`src/rtl/inst_sram_axi_rd_bridge.sv`:
```
// ---------------------------------------------------------------------------
// inst_sram_axi_rd_bridge
//
// Purpose:
//   Turns instruction-fetch requests on an SRAM-like interface into
//   single-beat AXI4 read transactions. R beats come back in request order
//   and are passed straight through as inst_sram_data_ok/inst_sram_rdata.
//   Up to MAX_OUTSTANDING requests may be accepted but not yet returned.
//
// Handshake semantics (applies to every valid/ready pair in this block):
//   A transfer happens in exactly the cycle where valid and ready are both
//   high at the rising clock edge. Once arvalid is raised, araddr/arsize and
//   the other AR fields are held stable until that transfer. On the fetch
//   side, inst_sram_en acts as valid and inst_sram_addr_ok as ready. The
//   requester may drop or change the request in any cycle without addr_ok.
//
// Ports:
//   clk, resetn           clock, synchronous active-low reset
//   inst_sram_*           fetch-side request/response (wen/wdata ignored)
//   ar*                   AXI read-address channel (single beat, INCR)
//   r*                    AXI read-data channel (rid/rlast ignored)
//   err_flags             sticky: [0] write request, [1] rresp error,
//                         [2] R beat with nothing outstanding
//   dbg_state_o           AR state machine state (0 idle, 1 busy)
//   dbg_cnt_o             outstanding request count
// ---------------------------------------------------------------------------
module inst_sram_axi_rd_bridge #(
  parameter int          MAX_OUTSTANDING = 2,
  parameter logic [3:0]  AXI_ID          = 4'd0,
  localparam int         CNT_W           = $clog2(MAX_OUTSTANDING + 1)
) (
  input  logic             clk,
  input  logic             resetn,
  // fetch-side SRAM-like interface
  input  logic             inst_sram_en,
  input  logic             inst_sram_wr,
  input  logic [1:0]       inst_sram_size,
  input  logic [3:0]       inst_sram_wen,
  input  logic [31:0]      inst_sram_addr,
  input  logic [31:0]      inst_sram_wdata,
  output logic             inst_sram_addr_ok,
  output logic             inst_sram_data_ok,
  output logic [31:0]      inst_sram_rdata,
  // AXI AR channel
  output logic [3:0]       arid,
  output logic [31:0]      araddr,
  output logic [7:0]       arlen,
  output logic [2:0]       arsize,
  output logic [1:0]       arburst,
  output logic [1:0]       arlock,
  output logic [3:0]       arcache,
  output logic [2:0]       arprot,
  output logic             arvalid,
  input  logic             arready,
  // AXI R channel
  input  logic [3:0]       rid,
  input  logic [31:0]      rdata,
  input  logic [1:0]       rresp,
  input  logic             rlast,
  input  logic             rvalid,
  output logic             rready,
  // status / debug
  output logic [2:0]       err_flags,
  output logic             dbg_state_o,
  output logic [CNT_W-1:0] dbg_cnt_o
);

  localparam logic AR_IDLE = 1'b0;
  localparam logic AR_BUSY = 1'b1;

  localparam logic [CNT_W-1:0] CNT_MAX = CNT_W'(MAX_OUTSTANDING);

  logic             state_q, state_d;
  logic [CNT_W-1:0] cnt_q, cnt_d;
  logic [31:0]      araddr_q, araddr_d;
  logic [2:0]       arsize_q, arsize_d;
  logic [2:0]       err_q, err_d;

  logic addr_ok;
  logic data_ok;

  // Inputs that carry no meaning for a read-only fetch bridge.
  logic unused_inputs;
  assign unused_inputs = ^{inst_sram_wen, inst_sram_wdata, rid, rlast};

  // Accept only from registered state: no path from arready into addr_ok.
  // Gated by resetn so nothing is accepted while reset is held.
  assign addr_ok = resetn & inst_sram_en & ~inst_sram_wr &
                   (state_q == AR_IDLE) & (cnt_q < CNT_MAX);

  // In-order responses with a single ARID: any beat while something is
  // outstanding belongs to the oldest request.
  assign rready  = (cnt_q != '0);
  assign data_ok = rvalid & rready;

  always_comb begin
    state_d  = state_q;
    araddr_d = araddr_q;
    arsize_d = arsize_q;
    cnt_d    = cnt_q;
    err_d    = err_q;

    case (state_q)
      AR_IDLE: begin
        if (addr_ok) begin
          araddr_d = inst_sram_addr;
          arsize_d = {1'b0, inst_sram_size};
          state_d  = AR_BUSY;
        end
      end
      AR_BUSY: begin
        if (arready) begin
          state_d = AR_IDLE;
        end
      end
      default: state_d = AR_IDLE;
    endcase

    // Simultaneous accept and return leave the count unchanged.
    case ({addr_ok, data_ok})
      2'b10:   cnt_d = cnt_q + 1'b1;
      2'b01:   cnt_d = cnt_q - 1'b1;
      default: cnt_d = cnt_q;
    endcase

    if (inst_sram_en & inst_sram_wr) err_d[0] = 1'b1;
    if (data_ok & (rresp != 2'b00))  err_d[1] = 1'b1;
    if (rvalid & (cnt_q == '0))      err_d[2] = 1'b1;
  end

  always_ff @(posedge clk) begin
    if (!resetn) begin
      state_q  <= AR_IDLE;
      cnt_q    <= '0;
      araddr_q <= '0;
      arsize_q <= '0;
      err_q    <= '0;
    end else begin
      state_q  <= state_d;
      cnt_q    <= cnt_d;
      araddr_q <= araddr_d;
      arsize_q <= arsize_d;
      err_q    <= err_d;
    end
  end

  assign inst_sram_addr_ok = addr_ok;
  assign inst_sram_data_ok = data_ok;
  assign inst_sram_rdata   = rdata;

  assign arid    = AXI_ID;
  assign araddr  = araddr_q;
  assign arlen   = 8'd0;
  assign arsize  = arsize_q;
  assign arburst = 2'b01;
  assign arlock  = 2'b00;
  assign arcache = 4'd0;
  assign arprot  = 3'd0;
  assign arvalid = (state_q == AR_BUSY);

  assign err_flags   = err_q;
  assign dbg_state_o = state_q;
  assign dbg_cnt_o   = cnt_q;

endmodule

```
`config.mk`:
```
export PLATFORM = sky130hd
export DESIGN_NAME = inst_sram_axi_rd_bridge
export DESIGN_NICKNAME = d
export VERILOG_FILES = /design/src/rtl/inst_sram_axi_rd_bridge.sv
export SDC_FILE = /design/constraint.sdc
export NUM_CORES = 1
export LEC_CHECK = 0
export ABC_AREA = 1
export BUFFER_PORTS_ARGS = -buffer_cell sky130_fd_sc_hd__buf_2
export CORE_AREA = 2 2 83 85
export DETAILED_ROUTE_END_ITERATION = 10
export DIE_AREA = 0 0 85 87
export PLACE_DENSITY = 0.73
export SLEW_MARGIN = 20
export SYNTH_ARGS = -nofsm -noshare
export SYNTH_HDL_FRONTEND = slang
export SYNTH_SLANG_ARGS = --single-unit
```
`constraint.sdc`:
```
create_clock -name clk -period 5.2 [get_ports clk]
set_input_delay 0.78 -clock clk [delete_from_list [all_inputs] [get_ports clk]]
set_output_delay 0.78 -clock clk [all_outputs]
set_load 0.01 [all_outputs]
```
=== After elaboration in Yosys (flattened, before gate mapping) ===
Index checks and enable logic that the tools add are counted.

* Flip-flop bits (word level): 40
* Bits in latches: 0
* RAM bits: 0
* Bits in read-only memories: 0
* Input bits: 115
* Memories kept: 0

* $add $sub $neg: 2
* $mul: 0
* Divide/modulo/power cells: 0
* $lt $le $gt $ge: 1
* Eq/ne operators: 2
* Shift-type cells: 0
* Multiplexer cells: 4
* Bitwise gates (word level): 10
* Reduce and logical (&&, ||, !) cells: 5

{| class="wikitable"
|+ Operators by type and width
! kind !! number
|-
| bitwise AND 1 bit || 8
|-
| nonzero test 2 bit || 3
|-
| case mux 2 bit (2 select lines) || 1
|-
| adder 2 x 1 -> 2 bit (second input constant) || 1
|-
| equality test 2 x 1 -> 1 bit (second input constant) || 1
|-
| equality test 2 bit (second input constant) || 1
|-
| logical NOT 2 bit || 1
|-
| less-than comparator 2 bit (second input constant) || 1
|-
| 2-to-1 mux 1 bit || 2
|-
| inverter 1 bit || 2
|-
| case mux 1 bit (2 select lines) || 1
|-
| AND reduction 2 bit || 1
|-
| subtractor 2 x 1 -> 2 bit (second input constant) || 1
|}

=== Longest topological paths before layout ===
Gate-level depths: netlist of run 1.

* Depth in word-level cells: 6
* Depth in mapped cells: 10
* Gate-level depth less buffers: 9

=== Least setup slack after synthesis of run 1 ===
No wires, ideal clock.

* Path kind: input to register
* From: input port inst_sram_wr
* To: register cnt_q[1] (netlist: dbg_cnt_o[1])
* Setup time: 0.115 ns
* Arrival: 2.002 ns
* Data required time: 5.085 ns
* Slack: 3.083 ns
* Stages: 9
* Cells stage by stage: nor2_4 nand2_2 nor2_4 buf_6 inv_2 ha_1 or2_2 a21oi_1 nor2_1

* Longest elaborated chain between the ends: 6

{| class="wikitable"
|+ RTL lines
! what !! line !! source
|-
| from (decl) || 36 || <nowiki>input logic inst_sram_wr,</nowiki>
|-
| inverter 1 bit (*) || 88 || <nowiki>assign addr_ok = resetn & inst_sram_en & ~inst_sram_wr &</nowiki>
|-
| bitwise AND 1 bit (*) (2 in a row) || 88 ||
|-
| bitwise AND 1 bit (*) || 89 || <nowiki>(state_q == AR_IDLE) & (cnt_q < CNT_MAX);</nowiki>
|-
| net inst_sram_addr_ok || 41 || <nowiki>output logic inst_sram_addr_ok,</nowiki>
|-
| equality test 2 x 1 -> 1 bit / equality test 2 bit (equally long branches) || 120 || <nowiki>case ({addr_ok, data_ok})</nowiki>
|-
| case mux 2 bit (2 select lines) / nonzero test 2 bit (equally long branches) || n/a ||
|-
| to (signal assigned) || 140 || <nowiki>cnt_q <= cnt_d;</nowiki>
|-
| to (decl) || 74 || <nowiki>logic [CNT_W-1:0] cnt_q, cnt_d;</nowiki>
|}

Mark *: on every way through the listed nets, which the timed path passes. The rest lies on a longest branch.
A chain may end at the register's enable or synchronous reset.

=== Worst setup path in the final report of run 1 ===
* From: input port inst_sram_wr
* To: output port inst_sram_addr_ok

* Longest elaborated chain between the ends: 4

{| class="wikitable"
|+ RTL lines
! what !! line
|-
| inverter 1 bit || 88
|-
| bitwise AND 1 bit (2 in a row) || 88
|-
| bitwise AND 1 bit || 89
|-
| to (decl) || 41
|}

No other way between the ends.

==> impl_metrics.json, run 1 <==
{
  "status": "complete, no violations",
  "period_share_pct": 60.7,
  "synth_area_per_cell_sq_um": 7.01,
  "htree_levels": 2,
  "synth.most_common_cell": "nor2_1",
  "worstMarginPinSlew_ns": 1.03,
  "die_y_um": 87,
  "clock.fmax_ghz": 0.317,
  "end_kind": "primary output",
  "drtAntennaViolNets": 0,
  "power.share.clock_pct": 29.4,
  "seqPwrFrac_pct": 50.4,
  "die_area_sq_um": 7400,
  "initial_utilization_pct": 33.6,
  "maxCapViolCount": 0,
  "swShare_pct": 29.9,
  "cts_buffer_depth": 2,
  "skew_ns": 0.00482,
  "numCtsBuffers": 5,
  "insertion_delay_ns": 0.28,
  "fin_util_pct": 36.4,
  "setup_total_negative_slack_ns": 0,
  "antenna_cells": 0,
  "rsz0062_at_grt": "false",
  "numPortBuffers": 85,
  "drc_errors": 0,
  "synth_warnings": 0,
  "synth_flop_cell": "dfxtp_1",
  "synth_top_area_share_pct": 36.3,
  "dp_hpwl_um": 3220,
  "ys_async_sr_fraction_pct": 0,
  "p_comb_share_pct": 20.1,
  "worstPathMaxFanout": 35,
  "core_sq_um": 6570,
  "seqCellArea_sq_um": 801,
  "hold_buffers": 0,
  "ctsResizeCount": 0,
  "routed_wl_um": 4720,
  "ys_seq_area_share_pct": 36.3,
  "grt_pass1_vias": 1784,
  "syn_inst": 315,
  "gp_congestion": 0.696,
  "p_per_area_nw_per_um2": 279,
  "synth-seq-cells": 40,
  "fill_cells": 714,
  "timing.final.hold_violations": 0,
  "core.rowCount": 30,
  "grt_pass1_wl_um": 8050,
  "gr-usage-met1_pct": 14.9,
  "root_buffer": "clkbuf_8",
  "via_per_inst": 4.43,
  "drive_gt1_share_pct": 27.5,
  "p_int_uw": 467,
  "startpoint_type": "primary input",
  "syn_area_sq_um": 2210,
  "num_vias": 1938,
  "synth_edf_count": 0,
  "hp-class": "reg2reg",
  "worstPathArrival_ns": 2.38,
  "cp.required_ns": 4.42,
  "grt_max_degree": 39,
  "clkSinkCount": 40,
  "setup_viol": 0,
  "cellLeakagePower_uw": 0.00134,
  "antenna_found_initial": 0,
  "slew_headroom_pct": 31.2,
  "post_cts_buffers": 0,
  "p_switching_uw": 199,
  "io_pins": 215,
  "worstSetupPathType": "in2out",
  "use_met3_pct": 3.98,
  "fin_hold_ws_ns": 0.461,
  "nNetsFinal": 473,
  "grt_usage_pct": 13.2,
  "synth_common_cells": "nor2_1, buf_4, dfxtp_1",
  "wl_per_cell_um": 10.8,
  "synthDistinctLibCells": 23,
  "grt-ovfl-total": 0,
  "fp.dieW_um": 85,
  "dr.pass1.iters": 4,
  "finalMaxSlewViolations": 0,
  "synth_area_leaders": "dfxtp_1, buf_4, nor2_1",
  "irDropWorstVdd_uv": 103,
  "multi_input_area_sq_um": 823,
  "grtUsageMet2_pct": 24.1,
  "cts_tree": "built",
  "grt_busiest_layer": "met2",
  "finalCriticalPeriod_ns": 3.16,
  "layout-area-overhead-vs-synth_pct": 8.22,
  "drt_iter0_markers": 58,
  "synth_top_area_cell": "dfxtp_1",
  "path_clk_slew_ns": 0.08
}
==> layout make-up <==
class | count | share of cell area [%]
flip-flops and latches | 40 | 33.5
well taps | 80 | 4.19
clock buffers | 6 | 3.04
clock inverters | 1 | 0.210
multi-input cells | 183 | 34.5
repair buffers | 86 | 18.1
inverters | 41 | 6.44
==> layout by cell type (no fill, tap or decap), types with 2 or more instances in the layout <==
cell type and count:
nor2_4 2, conb_1 24, clkbuf_8 5, nand2_1 37, inv_1 38, buf_2 85, nand3_1 2, nand4_1 34
or2_2 2, nor2_1 71, dfxtp_1 40, a21oi_1 5, clkinv_1 2
==> final timing paths <==
check	slack (ns)	cells past startpoint	start	endpoint
hold / removal	0.46	2	err_flags[0]	err_flags[0]
setup / recovery	2.04	5	inst_sram_wr	inst_sram_addr_ok
hold reg to reg	0.46	2	err_flags[0]	err_flags[0]
setup reg to reg	2.61	8	dbg_cnt_o[1]	dbg_cnt_o[1]
==> through the flow <==
stage          worst slack (ns)  power (uW)  area [sq um]  std cells
4_1_cts                    1.97         679          2390        437
3_3_place_gp               2.00         476          2310        430
6_report                   2.04         667          2390        437
5_1_grt                    1.88         711          2390        437
2_1_floorplan              3.08         469          2290        337
3_5_place_dp               1.98         480          2310        430
==> state kept, by name, indices dropped and copies added (netlist names) <==
register and count:
arsize 2, err_flags 3, araddr 32, arvalid 1, dbg_cnt_o 2
==> cells by family (layout without fill, tap and decap cells) <==
| kind of cell | count (synthesis) | in the layout | share of synthesized area, % |
|---|---|---|---|
| compound gates | 9 | 9 | 2.32 |
| fa+ha+maj | 1 | 1 | 0.567 |
| buf+inv | 114 | 134 | 30.2 |
| flops | 40 | 40 | 36.3 |
| other cells | 2 | 24 | 0.340 |
| simple gates | 149 | 149 | 30.3 |
==> routing by layer <==
metal	vias up	wire length [um]
met5	-	0
met4	0	59
met3	10	371
li1	972	-
met1	872	2040
met2	84	2250
==> critical path, stage by stage <==
cell,delay (ns)
buf_2,0.12
nor2_4,0.63
nand2_2,0.12
nor2_4,0.48
buf_2,0.24
==> power by group through the flow <==
stage | Combinational, uW | Sequential (uW) | Clock (uW)
2_1_floorplan | 116 | 353 | 0
3_3_place_gp | 133 | 343 | 0
3_5_place_dp | 136 | 343 | 0
4_1_cts | 137 | 336 | 206
5_1_grt | 154 | 339 | 218
6_report | 134 | 336 | 196
Note: power is estimated with default switching activity, not from simulation.
==> run 2: changes to the inputs <==
--- a/config.mk
+++ b/config.mk
@@ -5,12 +5,12 @@
 export SDC_FILE = /design/constraint.sdc
 export NUM_CORES = 1
 export LEC_CHECK = 0
-export ABC_AREA = 1
+export ABC_AREA = 0
 export BUFFER_PORTS_ARGS = -buffer_cell sky130_fd_sc_hd__buf_2
 export CORE_AREA = 2 2 83 85
 export DETAILED_ROUTE_END_ITERATION = 10
 export DIE_AREA = 0 0 85 87
-export PLACE_DENSITY = 0.73
+export PLACE_DENSITY = 0.72
 export SLEW_MARGIN = 20
 export SYNTH_ARGS = -nofsm -noshare
 export SYNTH_HDL_FRONTEND = slang
==> constraint.sdc (replaced) <==
create_clock -name clk -period 3 [get_ports clk]
set_input_delay 0.45 -clock clk [delete_from_list [all_inputs] [get_ports clk]]
set_output_delay 0.45 -clock clk [all_outputs]
set_load 0.01 [all_outputs]
==> run 2 against run 1 <==
Sequential power is 76% higher. Hold slack worse by 0.065 ns. Global-route usage is 2.6 points lower. Sequential share of layout area increased by 0.66 points. Via count is 20% lower. Power grew 87%. Die area unchanged. Critical endpoint is now araddr[1]. Largest power group unchanged.
==> impl_metrics.json, run 2 <==
{
  "syn_inst": 234,
  "nNetsFinal": 398,
  "p_per_area_nw_per_um2": 532,
  "dp_cells": 355,
  "antenna_cells": 0,
  "grt_pass1_wl_um": 6280,
  "hp-class": "in2reg",
  "seqPwrFrac_pct": 47.3,
  "worstPathMaxFanout": 35,
  "timing.final.hold_violations": 0,
  "fill_cells": 693,
  "drc_errors": 0,
  "routed_wl_um": 3830,
  "setup_viol": 0,
  "numCtsBuffers": 5,
  "path_clk_slew_ns": 0.08,
  "core_sq_um": 6570,
  "synth_area_per_cell_sq_um": 9.09,
  "fp.dieW_um": 85,
  "worstPathArrival_ns": 2.12,
  "cts_tree": "built",
  "synth_top_family_by_area": "buffers and inverters",
  "numPortBuffers": 85,
  "synth_common_cells": "buf_4, nand2_1, dfxtp_1",
  "wl_per_cell_um": 10.6,
  "synth_area_leaders": "dfxtp_1, buf_4, a21boi_2",
  "maxCapViolCount": 0,
  "htree_levels": 2,
  "gp_congestion": 0.656,
  "clock.fmax_ghz": 0.513,
  "io_pins": 215,
  "num_vias": 1548,
  "synthDistinctLibCells": 27,
  "synth_top_area_share_pct": 37.6,
  "dr.pass1.iters": 2,
  "cp_slowest_stage_delay_ns": 1.13,
  "irDropWorstVdd_uv": 308,
  "startpoint_type": "register",
  "worstMarginPinSlew_ns": 1.01,
  "synthMuxAreaShare_pct": 0,
  "hold_buffers": 0,
  "root_buffer": "clkbuf_8",
  "syn_area_sq_um": 2130,
  "antenna_found_initial": 0,
  "synth_compound_area_share_pct": 18.4,
  "grt_pass1_vias": 1409,
  "finalMaxSlewViolations": 0,
  "via_per_inst": 4.26,
  "final_common_cell": "buf_2",
  "die_area_sq_um": 7400,
  "skew_ns": 0.00633,
  "synth_top_area_cell": "dfxtp_1",
  "end_kind": "register",
  "period_share_pct": 64.9,
  "grt-ovfl-total": 0,
  "layout-area-overhead-vs-synth_pct": 10.1,
  "ys_seq_area_share_pct": 37.6,
  "synth_edf_count": 0,
  "rsz0062_at_grt": "false",
  "stdcell_count": 363,
  "die_y_um": 87,
  "p_switching_uw": 334,
  "drt_iter0_markers": 22,
  "dp_hpwl_um": 2730,
  "ys_async_sr_fraction_pct": 0,
  "synth_flop_cell": "dfxtp_1",
  "ctsResizeCount": 0,
  "grt_usage_pct": 10.6,
  "finalCriticalPeriod_ns": 1.95,
  "status": "complete, no violations",
  "synth-seq-cells": 40,
  "critPathSlowestCell": "or4b_2",
  "synth_fa_ha_area_share_pct": 0.588,
  "setup_total_negative_slack_ns": 0,
  "swShare_pct": 26.8,
  "drtAntennaViolNets": 0,
  "cts_buffer_depth": 2,
  "drive_gt1_share_pct": 47.7,
  "clkSinkCount": 40,
  "largest_reg_flops": 32,
  "p_int_uw": 913,
  "worstSetupPathType": "reg2reg",
  "synth.most_common_cell": "buf_4",
  "cellLeakagePower_uw": 0.00110,
  "synth_warnings": 0,
  "post_synth_xor_area_fraction_pct": 0.824,
  "p_comb_share_pct": 18.0,
  "slew_headroom_pct": 32.8,
  "power.share.clock_pct": 34.7,
  "grt_max_degree": 41,
  "path_cells": "or4b_2 > nand2_1 > a21boi_0",
  "core.rowCount": 30,
  "insertion_delay_ns": 0.29,
  "initial_utilization_pct": 32.4,
  "post_cts_buffers": 0,
  "yosys.area_share.simple_pct": 17.6,
  "cp.required_ns": 3.17,
  "layout_common_cells": "buf_2, nand2_1, dfxtp_1"
}
==> run 2: changes by cell type after synthesis, sizes merged, moves of 3 or more <==
cell / change
nand2: +31
a21oi: -3
nand4: -34
inv: -37
buf: -5
a21boi: +36
nor2: -72
==> run 2: critical path, delay by kind of cell (launching register included) <==
family | cells | cell delay [ns]
and+or+nand+nor | 2 | 1.32
AOI/OAI and AO/OA | 1 | 0.09
DFF | 1 | 0.38
==> run 2: metrics by stage <==
step	instance area [sq um]	hold WS, ns	worst slack, ns	power (uW)	utilization [%]
finish	2340	0.396	1.05	1250	35.7
global route	2340	0.374	0.883	1330	35.7
CTS	2340	0.384	1.01	1280	35.7
detailed placement	2230	0.442	0.859	833	34.0
global placement	2230	0.439	0.892	827	34.0
floorplan	2210	0.479	0.981	822	-
==> run 2: kinds of logic (layout without fill, tap and decap cells) <==
logic type,count (synthesis),in the layout
AOI/OAI and AO/OA,42,42
xor gates and xnor gates,2,2
adders and majority gates,1,1
buffers and inverters,70,97
DFF,40,40
other,2,24
and+or+nand+nor,77,77
==> run 2: metal layers <==
metal / vias to the layer above / track usage [%] / routed length [um]
met4: 0 / 4.62 / 69
li1: 752 / - / -
met2: 80 / 18.4 / 1820
met3: 15 / 3.89 / 381
met1: 701 / 11.7 / 1560
met5: - / 0 / 0
==> run 2: cell type report <==
cell class	instances	area, sq um	area share, %
clock inverter	2	35.0	1.50
timing repair buffer	87	440	18.8
tap	80	100	4.27
multi-input combinational	146	886	37.8
clock buffer	6	72.6	3.10
sequential	40	801	34.2
inverter	2	7.51	0.321
==> run 2: power by group through the flow <==
stage | logic (uW) | clock network, uW | registers [uW]
2_1_floorplan | 203 | 0 | 619
3_3_place_gp | 225 | 0 | 601
3_5_place_dp | 231 | 0 | 603
4_1_cts | 231 | 458 | 591
5_1_grt | 252 | 478 | 595
6_report | 224 | 432 | 590
==> run 2: path summary, 6_finish.rpt <==
check,start,end,slack (ns),depth (start not counted)
setup / recovery,dbg_cnt_o[1],araddr[1],1.05,3
hold / removal,inst_sram_addr[5],araddr[5],0.40,3
setup reg to reg,dbg_cnt_o[1],araddr[1],1.05,3
hold reg to reg,araddr[13],araddr[13],0.45,2
